File: src/rtl/spi_slave_alu.sv
// SPI-clocked ALU slave: receives start bit, A, B and a 2-bit opcode on MOSI (LSB first),
// latches the RES_W-bit result onto leds/carry and shifts it back on MISO.
module spi_slave_alu #(
  parameter int OP_W = 4
) (
  input  logic            clk_arduino,
  input  logic            reset,
  input  logic            MOSI,
  input  logic            CS,
  output logic            MISO,
  output logic [OP_W-1:0] leds,
  output logic            carry,
  output logic            frame_done,
  output logic [2:0]      dbg_state
);

  localparam int RES_W = OP_W + 1;
  localparam int CNT_W = $clog2(OP_W + 1);

  typedef enum logic [2:0] {
    IDLE  = 3'd0,
    RX_A  = 3'd1,
    RX_B  = 3'd2,
    RX_OP = 3'd3,
    EXEC  = 3'd4,
    TX    = 3'd5
  } state_t;

  state_t            state_q, state_d;
  logic [CNT_W-1:0]  cnt_q, cnt_d;
  logic [OP_W-1:0]   a_q, a_d;
  logic [OP_W-1:0]   b_q, b_d;
  logic [1:0]        op_q, op_d;
  logic [RES_W-2:0]  tx_q, tx_d;
  logic              miso_q, miso_d;
  logic [OP_W-1:0]   leds_q, leds_d;
  logic              carry_q, carry_d;
  logic              done_q, done_d;
  logic [RES_W-1:0]  a_ext, b_ext, alu_res;

  assign a_ext = {1'b0, a_q};
  assign b_ext = {1'b0, b_q};

  // Subtraction in RES_W bits leaves the borrow in the top bit.
  always_comb begin
    alu_res = '0;
    case (op_q)
      2'b00:   alu_res = a_ext + b_ext;
      2'b01:   alu_res = a_ext - b_ext;
      2'b10:   alu_res = a_ext & b_ext;
      default: alu_res = a_ext | b_ext;
    endcase
  end

  always_comb begin
    state_d = state_q;
    cnt_d   = cnt_q;
    a_d     = a_q;
    b_d     = b_q;
    op_d    = op_q;
    tx_d    = tx_q;
    miso_d  = miso_q;
    leds_d  = leds_q;
    carry_d = carry_q;
    done_d  = 1'b0;
    case (state_q)
      IDLE: begin
        if (!CS && MOSI) begin
          state_d = RX_A;
          cnt_d   = '0;
        end
      end
      RX_A: begin
        a_d   = {MOSI, a_q[OP_W-1:1]};
        cnt_d = cnt_q + CNT_W'(1);
        if (cnt_q == CNT_W'(OP_W - 1)) begin
          state_d = RX_B;
          cnt_d   = '0;
        end
      end
      RX_B: begin
        b_d   = {MOSI, b_q[OP_W-1:1]};
        cnt_d = cnt_q + CNT_W'(1);
        if (cnt_q == CNT_W'(OP_W - 1)) begin
          state_d = RX_OP;
          cnt_d   = '0;
        end
      end
      RX_OP: begin
        op_d  = {MOSI, op_q[1]};
        cnt_d = cnt_q + CNT_W'(1);
        if (cnt_q == CNT_W'(1)) begin
          state_d = EXEC;
          cnt_d   = '0;
        end
      end
      EXEC: begin
        leds_d  = alu_res[OP_W-1:0];
        carry_d = alu_res[OP_W];
        done_d  = 1'b1;
        miso_d  = alu_res[0];
        tx_d    = alu_res[RES_W-1:1];
        state_d = TX;
        cnt_d   = '0;
      end
      TX: begin
        // Bit 0 went out at EXEC; the last edge here only retires the final bit.
        if (cnt_q == CNT_W'(RES_W - 1)) begin
          miso_d  = 1'b0;
          state_d = IDLE;
          cnt_d   = '0;
        end else begin
          miso_d = tx_q[0];
          tx_d   = tx_q >> 1;
          cnt_d  = cnt_q + CNT_W'(1);
        end
      end
      default: begin
        state_d = IDLE;
        cnt_d   = '0;
      end
    endcase
    if (CS && (state_q != IDLE)) begin
      state_d = IDLE;
      cnt_d   = '0;
      a_d     = '0;
      b_d     = '0;
      op_d    = '0;
      tx_d    = '0;
      miso_d  = 1'b0;
      leds_d  = leds_q;
      carry_d = carry_q;
      done_d  = 1'b0;
    end
  end

  always_ff @(posedge clk_arduino or negedge reset) begin
    if (!reset) begin
      state_q <= IDLE;
      cnt_q   <= '0;
      a_q     <= '0;
      b_q     <= '0;
      op_q    <= '0;
      tx_q    <= '0;
      miso_q  <= 1'b0;
      leds_q  <= '0;
      carry_q <= 1'b0;
      done_q  <= 1'b0;
    end else begin
      state_q <= state_d;
      cnt_q   <= cnt_d;
      a_q     <= a_d;
      b_q     <= b_d;
      op_q    <= op_d;
      tx_q    <= tx_d;
      miso_q  <= miso_d;
      leds_q  <= leds_d;
      carry_q <= carry_d;
      done_q  <= done_d;
    end
  end

  assign MISO       = miso_q;
  assign leds       = leds_q;
  assign carry      = carry_q;
  assign frame_done = done_q;
  assign dbg_state  = state_q;

endmodule
File: config.mk
export PLATFORM = sky130hd
export DESIGN_NAME = spi_slave_alu
export DESIGN_NICKNAME = d
export VERILOG_FILES = /design/src/rtl/spi_slave_alu.sv
export SDC_FILE = /design/constraint.sdc
export NUM_CORES = 1
export LEC_CHECK = 0
export BUFFER_PORTS_ARGS = -buffer_cell sky130_fd_sc_hd__buf_2
export CORE_ASPECT_RATIO = 1.4
export CORE_MARGIN = 4
export CORE_UTILIZATION = 30
export CTS_BUF_LIST = sky130_fd_sc_hd__clkbuf_16
export DETAILED_ROUTE_END_ITERATION = 7
export GPL_TIMING_DRIVEN = 1
export SETUP_SLACK_MARGIN = 0.2
export SLEW_MARGIN = 20
export SYNTH_ARGS = -nofsm -noshare
export SYNTH_HDL_FRONTEND = slang
export SYNTH_SLANG_ARGS = --single-unit
File: constraint.sdc
create_clock -name clk_arduino -period 2.7 [get_ports clk_arduino]
set_input_delay 0.135 -clock clk_arduino [delete_from_list [all_inputs] [get_ports clk_arduino]]
set_output_delay 0.135 -clock clk_arduino [all_outputs]
set_load 0.05 [all_outputs]
; ---- Yosys cells after proc, flatten, opt, wreduce, memory -nomap -nowiden
; Index checks and enable logic that the tools add are counted.
[totals]
regBits = 27
word_cells = 74
output_inout_bits = 10
[op_classes]
n_reduce_logical = 14
n_addsub = 3
n_eq_ne = 16
bitwise = 3
muxes = 28
[op_table]
columns = operator, count
row1 = $mux 3, 11
row2 = $mux 4, 6
row3 = $ne 3x3->1 const B, 6
row4 = $pmux 3 s6, 1
row5 = $pmux 5 s3, 1
row6 = $pmux 3 s4, 1
row7 = $eq 3x2->1 const B, 3
row8 = $eq 3x3->1 const B, 3
row9 = $pmux 4 s2, 1
row10 = $eq 3x1->1 const B, 2
row11 = $reduce_bool 2->1, 3
row12 = $reduce_bool 3->1, 2
row13 = $add 4x4->5, 1
row14 = $reduce_and 5->1, 1
row15 = $sub 4x4->5, 1
row16 = $and 4x4->4, 1
row17 = $mux 1, 4
row18 = $mux 2, 2
row19 = $or 4x4->4, 1
row20 = $reduce_and 2->1, 2
row21 = $add 3x1->3 const B, 1
row22 = $logic_not 3->1, 1
row23 = $eq 2x1->1 const B, 1
row24 = $eq 2x2->1 const B, 1
row25 = 6 further kinds, 7

; ---- Logic depth before layout (Yosys ltp)
; Gate-level depths: netlist of run 1.
[logic_depth]
word_depth = 5
depth_mapped = 9
mapped_depth_nobuf = 9

; ---- Least setup slack after synthesis of run 1
; OpenSTA, ideal clock, no wires.
[synth_path]
path_type = reg-to-reg
startpoint = reg op_q[0]
endpoint = reg tx_q[1]
t_arrival_ns = 2.018
path_stages_with_launch = 8
path_slack_ns = 0.556
setup_ns = 0.126
path_cell_list = dfrtp_1 -> clkbuf_1 -> nor2b_1 -> mux2i_1 -> fa_1 -> xor2_1 -> o211a_1 -> a221o_1
[synth_via]
elab_chain_cells = 4
[synth_lines]
columns = item, line
row1 = start: declaration, 33  ; logic [1:0] op_q, op_d;
row2 = start signal: assignment, 154  ; op_q <= op_d;
row3 = $eq 2x2->1 (tied with other cells), 47  ; case (op_q)
row4 = $pmux 5 s3 (*), 47
row5 = $pmux 4 s2 (*), 66  ; case (state_q)
row6 = $mux 4 (*), 123  ; if (CS && (state_q != IDLE)) begin
row7 = end signal: assignment, 155  ; tx_q <= tx_d;
row8 = end: declaration, 34  ; logic [RES_W-2:0] tx_q, tx_d;
; Every way passes the cells marked *; elsewhere a longest branch is shown, timed or not.
; A chain may end at the register's enable or synchronous reset.

; ---- Worst setup path in the final report of run 1
[layout_path]
startpoint = reg op_q[0]
endpoint = reg tx_q[0]
; The elaborated chain is that of the path after synthesis.

==> out/results.txt, run 1 <==
PwrDens: 652.2 nW/um^2
# rows: 32
number of enable flip-flop cells after synthesis: 0
chip width: 71.47 um
clk sink count: 27
vias in the first global route: 1302
Max transition margin: 0.5477
result of the run: finished clean
Final TNS setup: 0 ns
clk_lat worst skew: 0.26 ns
post-route ant nets: 0
CP startpoint kind: flop
total core area: 5485 sq um
Fmax: 0.4462 GHz
worst hold path class: input port to flop
Slew Viols, Final: 0
main combinational cell family by area after synthesis: compound AO/OA/AOI/OAI gates
Vias: 1297
first-pass GRT wire length: 5906 um
post-synthesis cell area: 1692 sq um
commonest non-fill, non-tap cells in the layout: dfrtp_1, nand2_1, inv_1, buf_2
Die ar.: 6921 sq um
met1 wire length: 1581 um
crit path DAT: 2.39 ns
hold_ws: 0.1329 ns
Layout Nets: 204
worst-path fanout max: 12
endpoints failing hold: 0
Async SR Flop Fraction: 1.000
syn_nets: 192
FF-to-FF path depth: 6
detailed placement HPWL: 2599 um
Vias per Instance: 5.106
layout overhead on the synthesized area: 12.20%
Clock Skew: 0.004926 ns
kind of critical path: flop to flop
Avg Inst Size Synth: 9.666 sq um
R2R Path Start: op_q[0]$_DFFE_PN0P_
n_diodes: 0
setup slack, reg-to-reg: 0.46 ns
top routing layer in use: met4
Required @ worst endpoint: 2.85 ns
Starting Density: 0.3084
post-CTS resize count: 0
final WL: 3431 um
Top Ports: 14
DR iter-0 viols: 46
post-synthesis sequential area ratio: 0.3994
share of cells above drive strength 1: 0.1183
wire per inst: 13.51 um
Crit. End Element: flop
gpl congestion: 0.8124
setup bufs post-CTS: 0
clock slew at reported path FFs: 0.07 ns
worst hold start: MOSI
IO Port Bufs: 13
hold depth: 2
H-tree Lvls: 1
unique cell type count in the Yosys netlist: 41
yosys warns: 0
Synth Area in Adders: 0.1065
Clock Path Buffers: 2
Post-CTS Hold Buffers: 1
final setup violation count: 0
gr ovfl total: 0
root buf cell: clkbuf_16
mux cell area share after synthesis: 0.02959
initial antenna violation count: 0
Total GRT Usage: 0.1045
Synth Area in XOR/XNOR: 0.01553
synthesis-stage register bit count: 27
largest net degree at the start of global routing: 28
RSZ-0062 raised after global routing: false
most used flip-flop cell after synthesis: dfrtp_1
cell count after synthesis: 175
period utilisation layout: 0.8300
Leakage Power: 0.9099 nW
TritonCTS clock tree: yes
Min-Delay Endpoint: b_q[3]$_DFFE_PN0P_
Synth Area in Simple Gates: 0.1538
max cap viols: 0
Final min period: 2.241 ns
worst slew pin tran: 0.6723 ns
met2 routed WL: 1748 um
met3 WL: 55 um
Compound-Gate Fraction of Synth Area: 0.2374
Chip Height: 96.85 um
worst vdd ir: 0.0003342 V
Num CTS Buffers: 3
router iterations before antenna repair: 4
RR Endpoint: tx_q[0]$_DFFE_PN0P_
most common cell after layout, fill and taps aside: dfrtp_1
DRC: 0
-- state kept, by name, indices dropped and copies added (netlist names) --
| signal | flops |
|---|---|
| MISO | 1 |
| a_q | 4 |
| b_q | 4 |
| carry | 1 |
| cnt_q | 3 |
| dbg_state | 3 |
| frame_done | 1 |
| leds | 4 |
| op_q | 2 |
| tx_q | 4 |
-- power breakdown --
group / switching, W / internal [W] / leakage [nW]
Sequential: 0.0000597 / 0.000459 / 0.366
Combinational: 0.000251 / 0.000135 / 0.501
Clock: 0.000134 / 0.000198 / 0.0423
Total: 0.000445 / 0.000793 / 0.910
-- cell type report --
| cell class | count | area (sq um) |
|---|---|---|
| repair buffers | 16 | 90.09 |
| clock buffers | 3 | 75.07 |
| multi-input cells | 126 | 918.4 |
| fillers | 553 | 3587 |
| flip-flops and latches | 27 | 675.6 |
| well taps | 68 | 85.08 |
| inverters | 13 | 50.05 |
| clock inverters | 1 | 3.754 |
-- Yosys cell counts, types with 5 or more instances --
library cell   n  area (sq um)
nor2_1         9         33.78
buf_2          5         25.02
ha_1          12         150.1
nand2b_1       9         56.30
nor2b_1        5         31.28
dfrtp_1       27         675.7
mux2i_1        5         50.05
inv_1         12         45.04
o21ai_0        9         45.04
a22o_1        12         105.1
nand2_1       15         56.30
a21oi_1       11         55.05
-- worst max-delay path by stage --
stage,end,from,cells after the start
final,tx_q[0]$_DFFE_PN0P_,op_q[0]$_DFFE_PN0P_,6
after global routing,tx_q[0]$_DFFE_PN0P_,op_q[0]$_DFFE_PN0P_,6
after CTS,tx_q[0]$_DFFE_PN0P_,op_q[0]$_DFFE_PN0P_,6
after detailed placement,tx_q[0]$_DFFE_PN0P_,op_q[0]$_DFFE_PN0P_,6
after global placement,tx_q[0]$_DFFE_PN0P_,op_q[0]$_DFFE_PN0P_,6
after floorplan,tx_q[1]$_DFFE_PN0P_,op_q[0]$_DFFE_PN0P_,7
-- routing by layer --
layer | vias up | GRT usage
met5 | - | 0
met4 | 0 | 0.03907
met3 | 4 | 0.01351
met2 | 14 | 0.1792
met1 | 627 | 0.1307
li1 | 652 | -
-- worst max-delay path, cell delays in order, from the launching register on --
cell     delay [ns]
dfrtp_1        0.55
nor2b_1        0.29
mux2i_1        0.33
fa_1           0.46
mux2i_1        0.13
nor2_1         0.07
a221o_1        0.29
-- cell families (layout without fill, tap and decap cells) --
logic type,count (synthesis),after routing
compound gates,54,54
simple gates,50,50
flops,27,27
buf+inv,22,33
fa+ha+maj,14,14
mux,5,5
xor+xnor,3,3
-- stage by stage --
| step | total power [W] | cell area [sq um] | std cells | worst slack (ns) | util |
|---|---|---|---|---|---|
| after floorplan | 0.0008149 | 1692 | 175 | 0.5558 | - |
| after global placement | 0.0009058 | 1809 | 249 | 0.5377 | 0.3298 |
| after detailed placement | 0.0009120 | 1809 | 249 | 0.4697 | 0.3298 |
| after CTS | 0.001251 | 1898 | 254 | 0.4583 | 0.3460 |
| after global routing | 0.001311 | 1898 | 254 | 0.2431 | 0.3460 |
| final | 0.001238 | 1898 | 254 | 0.4590 | 0.3460 |
(Power assumes the default switching activity.)
==> run 2, diff against run 1 <==
clock period = 2.15 ns   (was 2.7 ns; I/O delays follow)
==> out/results.txt, run 2 (synthesis results as in run 1) <==
share of cells above drive strength 1: 0.2398 (+0.1215)
vias in the first global route: 1340 (+2.9%)
Starting Density: 0.3084 (unchanged)
gpl congestion: 0.8494 (+4.6%)
chip width: 71.47 um (unchanged)
Vias per Instance: 5.189 (+1.6%)
met3 Track Usage GR: 0.01247 (-0.001040)
most common cell after layout, fill and taps aside: dfrtp_1
Fmax: 0.5122 GHz (+15%)
clk_lat worst skew: 0.26 ns (about the same)
endpoints failing hold: 0 (unchanged)
Final min period: 1.952 ns (-0.2886 ns)
Slew Viols, Final: 0 (unchanged)
final WL: 3761 um (+9.6%)
gr ovfl total: 0 (unchanged)
met1 Usage GRT: 0.1365 (+0.005763)
Net Sw Frac: 0.3665 (+0.006975)
first-pass GRT wire length: 6279 um (+6.3%)
Crit. End Element: flop
worst vdd ir: 0.0002976 V (-11%)
Top Ports: 14 (unchanged)
worst-path fanout max: 3 (-9)
Required @ worst endpoint: 2.30 ns (-0.55 ns)
sequential power share: 0.386 (-0.033)
Clock Skew: 0.002373 ns (-0.002553 ns)
combinational share of power: 0.350 (+0.038)
clk sink count: 27 (unchanged)
Chip Height: 96.85 um (unchanged)
IO Port Bufs: 13 (unchanged)
Final Non-Filler Cells: 264 (+3.9%)
Filler cells: 544 (-1.6%)
initial antenna violation count: 0 (unchanged)
wire per inst: 14.25 um (+5.5%)
result of the run: finished clean
worst slew pin tran: 0.6128 ns (-0.05955 ns)
TritonCTS clock tree: yes
clock slew at reported path FFs: 0.07 ns (about the same)
final instance area: 2064 sq um (+8.8%)
Die ar.: 6921 sq um (unchanged)
H-tree Lvls: 1 (unchanged)
n_diodes: 0 (unchanged)
detailed placement HPWL: 2727 um (+4.9%)
DRC: 0 (unchanged)
global routing usage on met2: 0.1912 (+0.01204)
total core area: 5485 sq um (unchanged)
root buf cell: clkbuf_16
Leakage Power: 0.9739 nW (+7.0%)
post-placement cell count: 257 (+3.2%)
period utilisation layout: 0.9081 (+0.07809)
Clock Path Buffers: 2 (unchanged)
layout overhead on the synthesized area: 22.04%
Num CTS Buffers: 3 (unchanged)
worst hold path class: input port to flop
Layout Nets: 214 (+4.9%)
GRT busiest layer: met2
Vias: 1370 (+5.6%)
router iterations before antenna repair: 4 (unchanged)
commonest non-fill, non-tap cells in the layout: dfrtp_1, nand2_1, buf_2
post-route ant nets: 0 (unchanged)
Clock Power Share: 0.264 (-0.005)
kind of critical path: flop to flop
hold_ws: 0.1132 ns (-0.01966 ns)
dpl cell area: 1883 sq um (+4.1%)
final setup violation count: 0 (unchanged)
PwrDens: 794.2 nW/um^2 (+22%)
RSZ-0062 raised after global routing: true
largest net degree at the start of global routing: 28 (unchanged)
Max transition margin: 0.5915 (+0.04384)
P_int: 0.001039 W (+31%)
crit path DAT: 2.10 ns (-0.29 ns)
DR iter-0 viols: 41 (-11%)
CP startpoint kind: flop
Total GRT Usage: 0.1125 (+0.008012)
Net Sw Power: 0.0006010 W (+35%)
Final TNS setup: 0 ns (unchanged)
# rows: 32 (unchanged)
max cap viols: 0 (unchanged)
==> run 2: worst max-delay path, stage by stage (launching register included) <==
cell and delay, ns:
dfrtp_1 0.40, nor2b_4 0.20, mux2i_4 0.29, fa_2 0.46
mux2i_1 0.15, nor2_1 0.07, a221o_1 0.26
==> run 2: power groups by stage <==
stage                     clock (W)  combinational [W]  sequential [W]
after floorplan                   0           0.000311        0.000745
after global placement            0           0.000539        0.000641
after detailed placement          0           0.000545        0.000642
after CTS                  0.000441           0.000548        0.000632
after global routing       0.000466           0.000631        0.000645
final                      0.000433           0.000574        0.000632
==> run 2: cell type report <==
class,count,area (sq um),share of cell area
sequential,27,675.6,0.3273
tap,68,85.08,0.04121
clock inverter,1,7.507,0.003636
inverter,13,50.05,0.02424
clock buffer,3,75.07,0.03636
multi-input combinational,126,1002,0.4855
timing repair buffer,26,168.9,0.08182
==> run 2: worst paths after layout <==
check	from	to	slack [ns]	depth (start not counted)
max	op_q[1]$_DFFE_PN0P_	tx_q[0]$_DFFE_PN0P_	0.20	6
min	MOSI	b_q[3]$_DFFE_PN0P_	0.11	2
max reg2reg	op_q[1]$_DFFE_PN0P_	tx_q[0]$_DFFE_PN0P_	0.20	6
min reg2reg	carry$_DFFE_PN0P_	carry$_DFFE_PN0P_	0.47	2
max in group asynchronous	reset	frame_done$_DFF_PN0_	1.36	2
min in group asynchronous	reset	b_q[0]$_DFFE_PN0P_	0.39	2
==> run 2: what timing repair did <==
item                                    CTS  global route
pin swaps                                 0            14
setup buffers                             1             1
gates cloned                              0             0
endpoints found under the hold margin    27             0
resized for setup                         1            14
hold buffers                              1             0
endpoints found under the setup margin    4             8
==> run 2: layer usage <==
metal,up-vias,share of wire
li1,667,-
met1,674,0.42
met2,20,0.53
met3,9,0.019
met4,0,0.030
met5,-,0
==> run 2: through the flow <==
stage                 util  total power, W  worst slack (ns)
floorplan                -        0.001056            0.2241
global placement    0.3433        0.001180            0.1583
detailed placement  0.3433        0.001186            0.1252
CTS                 0.3615        0.001622            0.1281
global route        0.3764        0.001743           0.06357
finish              0.3764        0.001640            0.1976
